--- config.mk ---
export PLATFORM = sky130hd
export DESIGN_NAME = ex_mem_stage_flat
export DESIGN_NICKNAME = d
export VERILOG_FILES = /design/src/rtl/misc_v_pkg.sv /design/src/rtl/ex_mem_stage_if.sv /design/src/rtl/alu16.sv /design/src/rtl/ex_mem_stage.sv /design/src/flat_wrapper.sv
export SDC_FILE = /design/constraint.sdc
export NUM_CORES = 1
export LEC_CHECK = 0
export ABC_AREA = 1
export CAP_MARGIN = 15
export CORE_MARGIN = 4
export CORE_UTILIZATION = 47
export DETAILED_ROUTE_END_ITERATION = 8
export GPL_TIMING_DRIVEN = 0
export PLACE_DENSITY_LB_ADDON = 0.15
export SLEW_MARGIN = 20
export SYNTH_ARGS = -nofsm -noshare
export SYNTH_HDL_FRONTEND = slang
export SYNTH_SLANG_ARGS = --single-unit
--- constraint.sdc ---
create_clock -name CLK -period 7.6 [get_ports CLK]
set_input_delay 1.52 -clock CLK [delete_from_list [all_inputs] [get_ports CLK]]
set_output_delay 1.52 -clock CLK [all_outputs]
set_load 0.03 [all_outputs]
--- src/rtl/misc_v_pkg.sv ---
`default_nettype none
// ============================================================================
//  Module      : misc_v_pkg
//  Description : Shared widths, ALU op codes, write-back select codes, the
//                EX/MEM register layout and the operand forwarding helper
//                for the 16-bit MISC-V core.
//  Revision    : 1.0  initial release
// ============================================================================
package misc_v_pkg;

  localparam int DATA_W = 16;
  localparam int REG_W  = 3;

  // ALU operation codes
  localparam logic [2:0] ALU_ADD = 3'd0;
  localparam logic [2:0] ALU_SUB = 3'd1;
  localparam logic [2:0] ALU_AND = 3'd2;
  localparam logic [2:0] ALU_OR  = 3'd3;
  localparam logic [2:0] ALU_XOR = 3'd4;
  localparam logic [2:0] ALU_SLL = 3'd5;
  localparam logic [2:0] ALU_SRL = 3'd6;
  localparam logic [2:0] ALU_SLT = 3'd7;

  // Write-back source select codes
  localparam logic [1:0] RS_ALU = 2'd0;
  localparam logic [1:0] RS_MEM = 2'd1;
  localparam logic [1:0] RS_PC2 = 2'd2;
  localparam logic [1:0] RS_IMM = 2'd3;

  // Contents of the EX/MEM pipeline register; all-zero is a bubble
  typedef struct packed {
    logic              reg_write;
    logic              mem_write;
    logic              mem_read;
    logic [1:0]        reg_store;
    logic [DATA_W-1:0] alu_result;
    logic [DATA_W-1:0] store_data;
    logic [DATA_W-1:0] pcp2;
    logic [DATA_W-1:0] imm;
    logic [REG_W-1:0]  rd;
  } ex_mem_t;

  // Operand forwarding: r0 is never forwarded, EX/MEM beats write-back,
  // and ex_ok is low when the EX/MEM entry is a load (value not yet known).
  function automatic logic [DATA_W-1:0] fwd(
    input logic [REG_W-1:0]  r,
    input logic [DATA_W-1:0] v,
    input logic              ex_we,
    input logic [REG_W-1:0]  ex_rd,
    input logic              ex_ok,
    input logic [DATA_W-1:0] ex_val,
    input logic              wb_we,
    input logic [REG_W-1:0]  wb_rd,
    input logic [DATA_W-1:0] wb_data
  );
    logic [DATA_W-1:0] res;
    res = v;
    if (r != '0) begin
      if (ex_we && (ex_rd == r) && ex_ok) begin
        res = ex_val;
      end else if (wb_we && (wb_rd == r)) begin
        res = wb_data;
      end
    end
    return res;
  endfunction

endpackage
`default_nettype wire

--- src/rtl/ex_mem_stage_if.sv ---
`default_nettype none
// ============================================================================
//  Module      : ex_mem_stage_if
//  Description : ID/EX inputs, write-back forwarding inputs, pipeline control
//                and EX/MEM register outputs of the execute stage.
//  Revision    : 1.0  initial release
// ============================================================================
interface ex_mem_stage_if;
  import misc_v_pkg::*;

  // ID/EX bundle
  logic              IRegWrite;
  logic              IALUSrc;
  logic              IMemWrite;
  logic              IMemRead;
  logic [2:0]        IALUOP;
  logic [1:0]        IRegStore;
  logic [DATA_W-1:0] IPCP2;
  logic [DATA_W-1:0] I1stArg;
  logic [DATA_W-1:0] I2ndArg;
  logic [DATA_W-1:0] I3rdArg;
  logic [DATA_W-1:0] IImm;
  logic [REG_W-1:0]  IRs1;
  logic [REG_W-1:0]  IRs2;
  logic [REG_W-1:0]  IRd;

  // Write-back stage
  logic              WBRegWrite;
  logic [REG_W-1:0]  WBRd;
  logic [DATA_W-1:0] WBData;

  // Pipeline control
  logic              Stall;
  logic              Flush;

  // EX/MEM register
  logic              ORegWrite;
  logic              OMemWrite;
  logic              OMemRead;
  logic [1:0]        ORegStore;
  logic [DATA_W-1:0] OALUResult;
  logic [DATA_W-1:0] OStoreData;
  logic [DATA_W-1:0] OPCP2;
  logic [DATA_W-1:0] OImm;
  logic [REG_W-1:0]  ORd;

  modport master (
    output IRegWrite, IALUSrc, IMemWrite, IMemRead, IALUOP, IRegStore,
           IPCP2, I1stArg, I2ndArg, I3rdArg, IImm, IRs1, IRs2, IRd,
           WBRegWrite, WBRd, WBData, Stall, Flush,
    input  ORegWrite, OMemWrite, OMemRead, ORegStore,
           OALUResult, OStoreData, OPCP2, OImm, ORd
  );

  modport slave (
    input  IRegWrite, IALUSrc, IMemWrite, IMemRead, IALUOP, IRegStore,
           IPCP2, I1stArg, I2ndArg, I3rdArg, IImm, IRs1, IRs2, IRd,
           WBRegWrite, WBRd, WBData, Stall, Flush,
    output ORegWrite, OMemWrite, OMemRead, ORegStore,
           OALUResult, OStoreData, OPCP2, OImm, ORd
  );

endinterface
`default_nettype wire

--- src/rtl/alu16.sv ---
`default_nettype none
// ============================================================================
//  Module      : alu16
//  Description : Combinational 16-bit ALU. Wrapping arithmetic, 4-bit shift
//                amount, signed set-less-than.
//  Revision    : 1.0  initial release
// ============================================================================
module alu16
  import misc_v_pkg::*;
(
  input  logic [DATA_W-1:0] a,
  input  logic [DATA_W-1:0] b,
  input  logic [2:0]        op,
  output logic [DATA_W-1:0] result
);

  // Select the operation; only the low four bits of b shift
  always_comb begin
    result = '0;
    case (op)
      ALU_ADD: result = a + b;
      ALU_SUB: result = a - b;
      ALU_AND: result = a & b;
      ALU_OR:  result = a | b;
      ALU_XOR: result = a ^ b;
      ALU_SLL: result = a << b[3:0];
      ALU_SRL: result = a >> b[3:0];
      ALU_SLT: result = ($signed(a) < $signed(b)) ? 16'h0001 : 16'h0000;
      default: result = '0;
    endcase
  end

endmodule
`default_nettype wire

--- src/rtl/ex_mem_stage.sv ---
`default_nettype none
// ============================================================================
//  Module      : ex_mem_stage
//  Description : Execute stage with RAW forwarding from EX/MEM and write-back,
//                followed by the EX/MEM pipeline register with stall/flush.
//  Revision    : 1.0  initial release
// ============================================================================
module ex_mem_stage
  import misc_v_pkg::*;
(
  input  logic         CLK,
  input  logic         Reset,
  ex_mem_stage_if.slave bus
);

  ex_mem_t           ex_mem_q;
  ex_mem_t           ex_mem_d;
  logic [DATA_W-1:0] ex_val;
  logic              ex_ok;
  logic [DATA_W-1:0] op_a;
  logic [DATA_W-1:0] op_b;
  logic [DATA_W-1:0] store_data;
  logic [DATA_W-1:0] alu_result;

  // Value the EX/MEM entry will write back, when it is already known
  always_comb begin
    ex_ok  = (ex_mem_q.reg_store != RS_MEM);
    ex_val = ex_mem_q.alu_result;
    case (ex_mem_q.reg_store)
      RS_PC2:  ex_val = ex_mem_q.pcp2;
      RS_IMM:  ex_val = ex_mem_q.imm;
      default: ex_val = ex_mem_q.alu_result;
    endcase
  end

  // Forwarded operands and store data
  always_comb begin
    op_a = fwd(bus.IRs1, bus.I1stArg, ex_mem_q.reg_write, ex_mem_q.rd, ex_ok,
               ex_val, bus.WBRegWrite, bus.WBRd, bus.WBData);
    op_b = bus.IALUSrc ? bus.IImm :
           fwd(bus.IRs2, bus.I2ndArg, ex_mem_q.reg_write, ex_mem_q.rd, ex_ok,
               ex_val, bus.WBRegWrite, bus.WBRd, bus.WBData);
    store_data = fwd(bus.IRd, bus.I3rdArg, ex_mem_q.reg_write, ex_mem_q.rd,
                     ex_ok, ex_val, bus.WBRegWrite, bus.WBRd, bus.WBData);
  end

  alu16 u_alu (
    .a      (op_a),
    .b      (op_b),
    .op     (bus.IALUOP),
    .result (alu_result)
  );

  // Next EX/MEM contents from the current instruction
  always_comb begin
    ex_mem_d            = '0;
    ex_mem_d.reg_write  = bus.IRegWrite;
    ex_mem_d.mem_write  = bus.IMemWrite;
    ex_mem_d.mem_read   = bus.IMemRead;
    ex_mem_d.reg_store  = bus.IRegStore;
    ex_mem_d.alu_result = alu_result;
    ex_mem_d.store_data = store_data;
    ex_mem_d.pcp2       = bus.IPCP2;
    ex_mem_d.imm        = bus.IImm;
    ex_mem_d.rd         = bus.IRd;
  end

  // Pipeline register: reset, then flush (bubble), then stall (hold)
  always_ff @(posedge CLK) begin
    if (!Reset) begin
      ex_mem_q <= '0;
    end else if (bus.Flush) begin
      ex_mem_q <= '0;
    end else if (!bus.Stall) begin
      ex_mem_q <= ex_mem_d;
    end
  end

  assign bus.ORegWrite  = ex_mem_q.reg_write;
  assign bus.OMemWrite  = ex_mem_q.mem_write;
  assign bus.OMemRead   = ex_mem_q.mem_read;
  assign bus.ORegStore  = ex_mem_q.reg_store;
  assign bus.OALUResult = ex_mem_q.alu_result;
  assign bus.OStoreData = ex_mem_q.store_data;
  assign bus.OPCP2      = ex_mem_q.pcp2;
  assign bus.OImm       = ex_mem_q.imm;
  assign bus.ORd        = ex_mem_q.rd;

endmodule
`default_nettype wire

--- src/flat_wrapper.sv ---
// flat-port wrapper written by rule: the top's interface ports become plain ports
module ex_mem_stage_flat import misc_v_pkg::*;
  (CLK, Reset, bus_IRegWrite, bus_IALUSrc, bus_IMemWrite, bus_IMemRead, bus_IALUOP, bus_IRegStore, bus_IPCP2, bus_I1stArg, bus_I2ndArg, bus_I3rdArg, bus_IImm, bus_IRs1, bus_IRs2, bus_IRd, bus_WBRegWrite, bus_WBRd, bus_WBData, bus_Stall, bus_Flush, bus_ORegWrite, bus_OMemWrite, bus_OMemRead, bus_ORegStore, bus_OALUResult, bus_OStoreData, bus_OPCP2, bus_OImm, bus_ORd);
  ex_mem_stage_if bus_i ();
  input  logic CLK;
  input  logic Reset;
  input wire logic [$bits(bus_i.IRegWrite)-1:0] bus_IRegWrite;
  input wire logic [$bits(bus_i.IALUSrc)-1:0] bus_IALUSrc;
  input wire logic [$bits(bus_i.IMemWrite)-1:0] bus_IMemWrite;
  input wire logic [$bits(bus_i.IMemRead)-1:0] bus_IMemRead;
  input wire logic [$bits(bus_i.IALUOP)-1:0] bus_IALUOP;
  input wire logic [$bits(bus_i.IRegStore)-1:0] bus_IRegStore;
  input wire logic [$bits(bus_i.IPCP2)-1:0] bus_IPCP2;
  input wire logic [$bits(bus_i.I1stArg)-1:0] bus_I1stArg;
  input wire logic [$bits(bus_i.I2ndArg)-1:0] bus_I2ndArg;
  input wire logic [$bits(bus_i.I3rdArg)-1:0] bus_I3rdArg;
  input wire logic [$bits(bus_i.IImm)-1:0] bus_IImm;
  input wire logic [$bits(bus_i.IRs1)-1:0] bus_IRs1;
  input wire logic [$bits(bus_i.IRs2)-1:0] bus_IRs2;
  input wire logic [$bits(bus_i.IRd)-1:0] bus_IRd;
  input wire logic [$bits(bus_i.WBRegWrite)-1:0] bus_WBRegWrite;
  input wire logic [$bits(bus_i.WBRd)-1:0] bus_WBRd;
  input wire logic [$bits(bus_i.WBData)-1:0] bus_WBData;
  input wire logic [$bits(bus_i.Stall)-1:0] bus_Stall;
  input wire logic [$bits(bus_i.Flush)-1:0] bus_Flush;
  output wire logic [$bits(bus_i.ORegWrite)-1:0] bus_ORegWrite;
  output wire logic [$bits(bus_i.OMemWrite)-1:0] bus_OMemWrite;
  output wire logic [$bits(bus_i.OMemRead)-1:0] bus_OMemRead;
  output wire logic [$bits(bus_i.ORegStore)-1:0] bus_ORegStore;
  output wire logic [$bits(bus_i.OALUResult)-1:0] bus_OALUResult;
  output wire logic [$bits(bus_i.OStoreData)-1:0] bus_OStoreData;
  output wire logic [$bits(bus_i.OPCP2)-1:0] bus_OPCP2;
  output wire logic [$bits(bus_i.OImm)-1:0] bus_OImm;
  output wire logic [$bits(bus_i.ORd)-1:0] bus_ORd;
  assign bus_i.IRegWrite = bus_IRegWrite;
  assign bus_i.IALUSrc = bus_IALUSrc;
  assign bus_i.IMemWrite = bus_IMemWrite;
  assign bus_i.IMemRead = bus_IMemRead;
  assign bus_i.IALUOP = bus_IALUOP;
  assign bus_i.IRegStore = bus_IRegStore;
  assign bus_i.IPCP2 = bus_IPCP2;
  assign bus_i.I1stArg = bus_I1stArg;
  assign bus_i.I2ndArg = bus_I2ndArg;
  assign bus_i.I3rdArg = bus_I3rdArg;
  assign bus_i.IImm = bus_IImm;
  assign bus_i.IRs1 = bus_IRs1;
  assign bus_i.IRs2 = bus_IRs2;
  assign bus_i.IRd = bus_IRd;
  assign bus_i.WBRegWrite = bus_WBRegWrite;
  assign bus_i.WBRd = bus_WBRd;
  assign bus_i.WBData = bus_WBData;
  assign bus_i.Stall = bus_Stall;
  assign bus_i.Flush = bus_Flush;
  assign bus_ORegWrite = bus_i.ORegWrite;
  assign bus_OMemWrite = bus_i.OMemWrite;
  assign bus_OMemRead = bus_i.OMemRead;
  assign bus_ORegStore = bus_i.ORegStore;
  assign bus_OALUResult = bus_i.OALUResult;
  assign bus_OStoreData = bus_i.OStoreData;
  assign bus_OPCP2 = bus_i.OPCP2;
  assign bus_OImm = bus_i.OImm;
  assign bus_ORd = bus_i.ORd;
  ex_mem_stage u_core (.CLK(CLK), .Reset(Reset), .bus(bus_i));
endmodule
==> impl_metrics.json, run 1 <==
{
  "synth.distinct_cells": 58,
  "first_iter_violations": 1427,
  "detail-route-antenna-nets": 0,
  "cts_buffer_depth": 2,
  "cts_buffers": 9,
  "power_density_nw_per_um2": 145,
  "vias": 11398,
  "ys_warn_count": 0,
  "cts_tree": "done",
  "yosysTopAreaCell": "dfxtp_1",
  "fin_tns_setup_ps": 0,
  "synth_cells": 1455,
  "worst_pin_slew_ps": 931,
  "portBuffers": 191,
  "hold_viol": 0,
  "cts_setup_buffers": 0,
  "critPathRequiredTime_ps": 7840,
  "maxCapViolations": 0,
  "async_flop_share": 0,
  "wl_um": 40800,
  "synth_compound_area_frac": 0.231,
  "setup_viol": 0,
  "syn_nets": 1628,
  "hold_path_class": "reg -> reg",
  "die_y_um": 142,
  "worst_setup_path_end_kind": "flop",
  "avgSynthCellArea_um2": 5.82,
  "core_area_um2": 17500,
  "period_needed_ps": 6200,
  "met2_usage": 0.638,
  "ys_seq_area_frac": 0.170,
  "clk_latency_ps": 340,
  "instances_no_fill": 1887,
  "clkSlewWorstSetupHoldPaths_ps": 60,
  "grt_use_met1": 0.466,
  "synth_top_family_by_area": "simple AND/OR/NAND/NOR gates",
  "syn_to_final_growth_pct": 29.1,
  "cts_resized": 0,
  "rsz0062_at_grt": "false",
  "dp_hpwl_um": 33300,
  "use_met3": 0.0645,
  "synthAdderAreaFrac": 0.0771,
  "cts-root-buf": "clkbuf_16",
  "fin_nets": 1830,
  "synth_xor_area_frac": 0.00827,
  "syn_area_um2": 8470,
  "status": "complete, no violations",
  "yosys_register_bits": 72,
  "fillCellCount": 1682,
  "irDropWorstVdd_uv": 144,
  "maxSlewHeadroom": 0.375,
  "place_congestion": 1.08,
  "dieArea_um2": 20200,
  "synth_mux_area_frac": 0.00133,
  "drc": 0,
  "synth.most_common_cell": "nand2_1",
  "worstPathArrival_ps": 6440,
  "cts.sinks": 72,
  "synth_edf_count": 0,
  "synth_commonest_cells": "nand2_1, nand3_1, inv_1",
  "top_usage_layer": "met2",
  "num_antenna_cells": 0,
  "grt_first_pass_wirelength_um": 60800,
  "grtUsageTotal": 0.389,
  "place_area_um2": 10700,
  "holdWs_ps": 465,
  "routed_via_density": 6.04,
  "design_area_um2": 10900,
  "synth_ff_type": "dfxtp_1",
  "period_share": 0.816,
  "maxSlewViolCount": 0,
  "pin_count": 194,
  "die_width_um": 142,
  "ctsHoldBuffers": 0,
  "initial_core_util": 0.485,
  "overflow": 0,
  "start_kind": "input port",
  "max_freq_ghz": 0.161,
  "first_global_vias": 10690,
  "drive_above_1_share": 0.0776,
  "p_leak_nw": 4.96,
  "netlist.area_leader.share": 0.170,
  "drt_first_pass_iters": 6,
  "h-tree-depth": 3,
  "wire_per_inst_um": 21.6,
  "post-place-cells": 1871,
  "finalClockSkew_ps": 8.12,
  "cp_max_fo": 11,
  "rows": 48,
  "synth_simple_gate_area_share": 0.389,
  "crit_type": "in -> reg",
  "antenna_found_initial": 1,
  "grt_max_degree": 14,
  "synthTopCellsByArea": "dfxtp_1, nand2_1, nand3_1"
}
==> metal layers <==
layer | up-vias | wire, µm
met3 | 170 | 4490
met1 | 5141 | 14900
met2 | 827 | 18000
li1 | 5258 | -
met5 | - | 13
met4 | 2 | 3410
==> power breakdown <==
group	switching, W	total (W)	internal, W
logic	0.000517	0.000782	0.000265
registers	0.0000127	0.000407	0.000394
clock network	0.000177	0.000400	0.000222
==> critical path, stage by stage <==
cell	delay, ps
clkdlybuf4s50_1	550
inv_1	80
nand2_1	70
nand2_2	60
nor2_4	150
nand2_4	100
inv_2	160
o21ai_1	90
nand2_1	70
o211ai_1	150
nand2_2	250
clkinv_2	210
buf_2	270
ha_1	300
clkbuf_1	260
nand3_1	170
nand2_1	120
nand2_1	100
nand2_1	70
a21oi_1	60
o21ai_0	530
a21oi_1	160
o21ai_0	400
and3_1	240
nand3_1	60
nor2_1	150
nor2_1	60
==> kinds of logic after synthesis <==
kind of cell,after synthesis
and+or+nand+nor,728
AOI/OAI and AO/OA,343
buffers and inverters,252
DFF,72
adders and majority gates,51
xor gates and xnor gates,8
muxes,1
==> path summary, 6_finish.rpt <==
kind / from / endpoint / slack, ps / cells after the start
worst max-delay path: bus_IRs2[2] / u_core.bus.OALUResult[9]$_SDFFE_PP0N_ / 1400 / 27
worst min-delay path: u_core.bus.OMemRead$_SDFFE_PP0N_ / u_core.bus.OMemRead$_SDFFE_PP0N_ / 470 / 2
worst max register to register: u_core.bus.ORegStore[1]$_SDFFE_PP0N_ / u_core.bus.OALUResult[9]$_SDFFE_PP0N_ / 2600 / 25
worst min register to register: u_core.bus.OMemRead$_SDFFE_PP0N_ / u_core.bus.OMemRead$_SDFFE_PP0N_ / 470 / 2
==> stage by stage <==
stage | utilization | total power (W) | worst slack [ps]
global route | 0.626 | 0.00166 | 1120
CTS | 0.626 | 0.00156 | 1520
detailed placement | 0.610 | 0.00117 | 1170
floorplan | - | 0.000880 | 3070
global placement | 0.610 | 0.00116 | 1160
finish | 0.626 | 0.00159 | 1400
==> cells in the final DEF, fill, tap and decap left out, drive strengths merged <==
cell           Yosys  final
fa                 2      2
o31ai              3      3
dfxtp             72     72
clkinv             5      9
a211oi             1      1
inv              171    172
a21oi            131    131
o211a              1      1
a311oi             1      1
a221oi             7      7
nand3            200    200
clkinvlp           0      1
nand4              8      8
and3               1      1
o21ai            132    132
a31oi              9      9
nor3              15     15
a22oi              2      2
mux2               1      1
or2               14     14
buf               28     28
a21boi             6      6
a21o               1      1
o211ai            29     29
o2111ai            2      2
nor2              99     99
clkdlybuf4s50      0    191
xor2               7      7
nand3b             3      3
o221ai             3      3
nand2            381    381
o21a               1      1
and2               4      4
o21bai             1      1
xnor2              1      1
ha                49     49
clkbuf            48     58
nor4               3      3
o22ai             13     13
==> layout make-up <==
cell class | instances | area [µm²] | area share
multi-input combinational | 1131 | 5990 | 0.547
tap | 225 | 282 | 0.0257
timing repair buffer | 191 | 1910 | 0.175
clock inverter | 6 | 43.8 | 0.00400
inverter | 176 | 664 | 0.0607
buffer | 76 | 378 | 0.0345
sequential | 72 | 1440 | 0.132
clock buffer | 10 | 229 | 0.0209
==> flip-flops by register name (all words and copies together) (netlist names), 2 cells and up <==
signal and flops:
u_core.bus.OALUResult 16, u_core.bus.OImm 16, u_core.bus.OPCP2 16, u_core.bus.OStoreData 16, u_core.bus.ORd 3, u_core.bus.ORegStore 2
Note: power is estimated with default switching activity, not from simulation.
==> run 2, diff against run 1 <==
- clock period: 7.6 -> 5.35 ns (I/O delays scaled with it)
==> run 2 against run 1 <==
- clock power rose by 42%
- register-to-register slack worse by 1700 ps
- setup slack got worse by 1200 ps
- final area up 0.87%
- die area did not move
- critical path type unchanged
- largest cell class unchanged
==> impl_metrics.json, run 2 (synthesis results as in run 1) <==
{
  "dp_hpwl_um": 33300,
  "setup_viol": 0,
  "syn_to_final_growth_pct": 30.2,
  "timing.final.ws_setup_ps": 163,
  "die_y_um": 142,
  "core_area_um2": 17500,
  "maxSlewViolCount": 0,
  "cts_buffers": 9,
  "seq_area_um2": 1440,
  "ctsHoldBuffers": 0,
  "worst_setup_path_end_kind": "flop",
  "drt_first_pass_iters": 6,
  "die_width_um": 142,
  "maxSlewHeadroom": 0.388,
  "grt_max_degree": 14,
  "detail-route-antenna-nets": 0,
  "cts_buffer_depth": 2,
  "utilization": 0.631,
  "p_clk_frac": 0.250,
  "initial_core_util": 0.485,
  "start_kind": "input port",
  "first_iter_violations": 1526,
  "clk_latency_ps": 340,
  "finalClockSkew_ps": 7.54,
  "period_needed_ps": 5190,
  "grt_first_pass_wirelength_um": 60800,
  "worst_pin_slew_ps": 912,
  "pwr-share-seq": 0.254,
  "grtUsageTotal": 0.388,
  "portBuffers": 191,
  "holdWs_ps": 465,
  "crit_type": "in -> reg",
  "power_density_nw_per_um2": 206,
  "design_area_um2": 11000,
  "multi_input_area_um2": 6040,
  "p_switching_w": 0.00101,
  "crit_start": "bus_IRs2[1]",
  "final_common_cell": "nand2_1",
  "first_global_vias": 10686,
  "swShare": 0.445,
  "dieArea_um2": 20200,
  "max_freq_ghz": 0.193,
  "overflow": 0,
  "place_area_um2": 10700,
  "critPathRequiredTime_ps": 5590,
  "wl_um": 41000,
  "status": "complete, no violations",
  "period_share": 0.969,
  "cts_tree": "done",
  "power.internal_w": 0.00126,
  "cts-root-buf": "clkbuf_16",
  "routed_via_density": 5.99,
  "irDropWorstVdd_uv": 204,
  "worstPathArrival_ps": 5430,
  "drive_above_1_share": 0.0883,
  "pin_count": 194,
  "vias": 11315,
  "drc": 0,
  "fin_nets": 1833,
  "comb_power_share": 0.496,
  "instances_no_fill": 1890,
  "min_from": "u_core.bus.OMemRead$_SDFFE_PP0N_",
  "maxCapViolations": 0,
  "final_cell_mix": "nand2_1, clkdlybuf4s50_1, nand3_1",
  "place_congestion": 1.08,
  "p_leak_nw": 4.99,
  "rsz0062_at_grt": "false",
  "h-tree-depth": 3,
  "r2r-start": "u_core.bus.ORegStore[1]$_SDFFE_PP0N_",
  "rows": 48,
  "wire_per_inst_um": 21.7,
  "post-place-ws_ps": -631,
  "num_antenna_cells": 0,
  "post-place-cells": 1871,
  "cts.sinks": 72,
  "hold_viol": 0,
  "antenna_found_initial": 1,
  "cp_max_fo": 11,
  "clkSlewWorstSetupHoldPaths_ps": 60,
  "fillCellCount": 1673,
  "hold_path_class": "reg -> reg"
}
[run 2: worst paths after layout]
check,to,slack [ps],depth (start not counted)
setup reg to reg,u_core.bus.OALUResult[12]$_SDFFE_PP0N_,860,26
hold reg to reg,u_core.bus.OMemRead$_SDFFE_PP0N_,470,2
setup / recovery,u_core.bus.OALUResult[12]$_SDFFE_PP0N_,160,28
hold / removal,u_core.bus.OMemRead$_SDFFE_PP0N_,470,2
[run 2: area by class of cell]
| type | instances | area share |
|---|---|---|
| Multi-Input combinational cell | 1131 | 0.547 |
| Timing Repair Buffer | 196 | 0.177 |
| Sequential cell | 72 | 0.131 |
| Inverter | 176 | 0.0608 |
| Buffer | 74 | 0.0342 |
| Tap cell | 225 | 0.0255 |
| Clock buffer | 10 | 0.0208 |
| Clock inverter | 6 | 0.00397 |
[run 2: metrics by stage]
stage / power (W) / TNS (ps)
3_3_place_gp: 0.00165 / -3150
6_report: 0.00227 / 0
3_5_place_dp: 0.00166 / -3440
4_1_cts: 0.00222 / 0
2_1_floorplan: 0.00125 / 0
5_1_grt: 0.00238 / 0
[run 2: what timing repair did]
action | CTS | global route
cloned | 0 | 0
pin swaps | 0 | 3
resized for setup | 5 | 19
endpoints found under the setup margin | 5 | 11
setup buffers | 0 | 5
[run 2: worst max-delay path, stage by stage]
cell and delay, ps:
clkdlybuf4s50_1 600, inv_2 40, nand2_1 50, nand2_1 90, nor2_4 150, nand2_4 110, inv_4 120, o21ai_1 80
nand2_1 70, o211ai_1 150, nand2_2 240, clkinv_4 140, buf_6 180, ha_1 270, clkbuf_1 280, inv_1 110
nand3_1 110, nand2_1 80, inv_1 70, o21a_1 190, o21ai_1 120, a21boi_0 400, o21ai_1 130, xor2_1 170
nand2_1 100, nand4_1 150, nand2_1 90, inv_1 40
[run 2: metal layers]
metal	global-route usage	share of wire	vias up	wire, µm
li1	-	-	5256	-
met2	0.638	0.44	775	18100
met5	0	0.00032	-	13
met3	0.0649	0.11	186	4340
met1	0.464	0.37	5096	15100
met4	0.260	0.083	2	3420
[run 2: power by group through the flow]
stage,combinational [W],clock (W),sequential [W]
after floorplan,0.000619,0,0.000631
after global placement,0.00106,0,0.000588
after detailed placement,0.00107,0,0.000589
after CTS,0.00108,0.000565,0.000577
after global routing,0.00121,0.000589,0.000580
final,0.00113,0.000568,0.000578
==> run 3, diff against run 2 <==
- DONT_BUFFER_PORTS: not set -> 1
==> run 3 against run 2 <==
- first-iteration DRC count shrank 7.9%
- register-to-register slack lost 560 ps
- routed wire length shrank 3.1%
- clock power grew 21%
- critical path type unchanged
- critical endpoint is now u_core.bus.OALUResult[9]$_SDFFE_PP0N_
==> impl_metrics.json, run 3 (synthesis results as in run 1) <==
{
  "maxSlewHeadroom": 0.315,
  "reg2reg_to": "u_core.bus.OALUResult[9]$_SDFFE_PP0N_",
  "critPathRequiredTime_ps": 5580,
  "final_common_cell": "nand2_1",
  "start_kind": "input port",
  "core_area_um2": 17500,
  "grt_first_pass_wirelength_um": 57900,
  "place_congestion": 1.06,
  "rr_worst_depth": 25,
  "hold_path_class": "reg -> reg",
  "fin_nets": 1639,
  "antenna_found_initial": 0,
  "drive_above_1_share": 0.0918,
  "first_iter_violations": 1406,
  "rsz0062_at_grt": "false",
  "utilization": 0.520,
  "worst_pin_slew_ps": 1020,
  "clkSlewWorstSetupHoldPaths_ps": 60,
  "num_antenna_cells": 0,
  "setup_viol": 0,
  "vias": 10445,
  "h-tree-depth": 3,
  "cts_buffers": 9,
  "worst_setup_path_end_kind": "flop",
  "status": "complete, no violations",
  "cts.sinks": 72,
  "post-place-cells": 1680,
  "wire_per_inst_um": 23.4,
  "fin_tns_setup_ps": 0,
  "rows": 48,
  "cp_max_fo": 11,
  "syn_to_final_growth_pct": 7.37,
  "dieArea_um2": 20200,
  "cts-root-buf": "clkbuf_16",
  "min_from": "u_core.bus.OMemRead$_SDFFE_PP0N_",
  "drt_first_pass_iters": 6,
  "first_global_vias": 9402,
  "clk_latency_ps": 350,
  "r2r-start": "u_core.bus.ORegStore[1]$_SDFFE_PP0N_",
  "maxSlewViolCount": 0,
  "overflow": 0,
  "cts_buffer_depth": 2,
  "hold_viol": 0,
  "power_density_nw_per_um2": 244,
  "routed_via_density": 6.16,
  "grtUsageTotal": 0.376,
  "dp_hpwl_um": 32700,
  "period_needed_ps": 5090,
  "worstPathArrival_ps": 5320,
  "grt_max_degree": 15,
  "period_share": 0.951,
  "drc": 0,
  "instances_no_fill": 1696,
  "die_y_um": 142,
  "crit_type": "in -> reg",
  "p_leak_nw": 4.27,
  "wl_um": 39800,
  "initial_core_util": 0.485,
  "detail-route-antenna-nets": 0,
  "pin_count": 194,
  "hold_path_end": "u_core.bus.OMemRead$_SDFFE_PP0N_",
  "finalClockSkew_ps": 10.9,
  "r2r_slack_ps": 300,
  "irDropWorstVdd_uv": 271,
  "max_freq_ghz": 0.197,
  "die_width_um": 142,
  "maxCapViolations": 0,
  "final_cell_mix": "nand2_1, nand3_1, inv_1",
  "holdWs_ps": 620,
  "cts_setup_buffers": 0,
  "portBuffers": 0,
  "hold_depth": 2,
  "cts_tree": "done"
}
run 3: repair_timing:
item	CTS	global route
hold endpoints to repair	0	0
resized for setup	0	6
hold buffers	0	0
endpoints found under the setup margin	0	3
run 3: per-stage QoR:
step / worst slack [ps] / total power [W] / area (µm²)
floorplan: 1270 / 0.00125 / 8470
global placement: -140 / 0.00151 / 8750
detailed placement: -151 / 0.00151 / 8750
CTS: 118 / 0.00218 / 9080
global route: 14.9 / 0.00232 / 9100
finish: 263 / 0.00222 / 9100
run 3: power breakdown:
| part | switching [W] | internal (W) | total, W |
|---|---|---|---|
| Sequential | 0.0000701 | 0.000560 | 0.000630 |
| Combinational | 0.000640 | 0.000264 | 0.000904 |
| Clock | 0.000270 | 0.000415 | 0.000685 |
| Total | 0.000979 | 0.00124 | 0.00222 |
run 3: worst max path at each step:
stage / depth (start not counted) / end / slack, ps / startpoint
2_1_floorplan: 24 / u_core.bus.OALUResult[12]$_SDFFE_PP0N_ / 1270 / bus_IRs2[1]
3_3_place_gp: 20 / u_core.bus.OALUResult[9]$_SDFFE_PP0N_ / -140 / bus_IALUSrc
3_5_place_dp: 20 / u_core.bus.OALUResult[9]$_SDFFE_PP0N_ / -150 / bus_IALUSrc
4_1_cts: 25 / u_core.bus.OALUResult[9]$_SDFFE_PP0N_ / 120 / u_core.bus.ORegStore[1]$_SDFFE_PP0N_
5_1_grt: 20 / u_core.bus.OALUResult[9]$_SDFFE_PP0N_ / 10 / bus_IALUSrc
6_report: 20 / u_core.bus.OALUResult[9]$_SDFFE_PP0N_ / 260 / bus_IALUSrc
run 3: metal layers:
metal	track usage	vias to the layer above	wire (µm)
met5	0	-	0
met4	0.205	0	2550
met3	0.0649	118	4190
met2	0.624	671	18100
met1	0.464	4791	14900
li1	-	4865	-
run 3: final cells by class:
| type | instances | area (µm²) |
|---|---|---|
| Multi-Input combinational cell | 1131 | 6000 |
| Inverter | 176 | 668 |
| Tap cell | 225 | 282 |
| Sequential cell | 72 | 1440 |
| Clock inverter | 7 | 103 |
| Buffer | 76 | 378 |
| Clock buffer | 9 | 225 |
| Fill cell | 1958 | 8380 |
run 3: worst max-delay path, stage by stage:
cell        delay (ps)
clkbuf_1           400
clkinvlp_4         380
o211ai_1           270
nand2_2            250
clkinv_2           220
buf_2              310
ha_1               170
clkbuf_1           260
nand3_1            180
nand2_1            130
nand2_1             80
nand2_1             70
a21oi_1             70
o21ai_1            360
a21oi_1            160
o21ai_0            360
and3_1             230
nand3_1             70
nor2_1             200
nor2_1              60
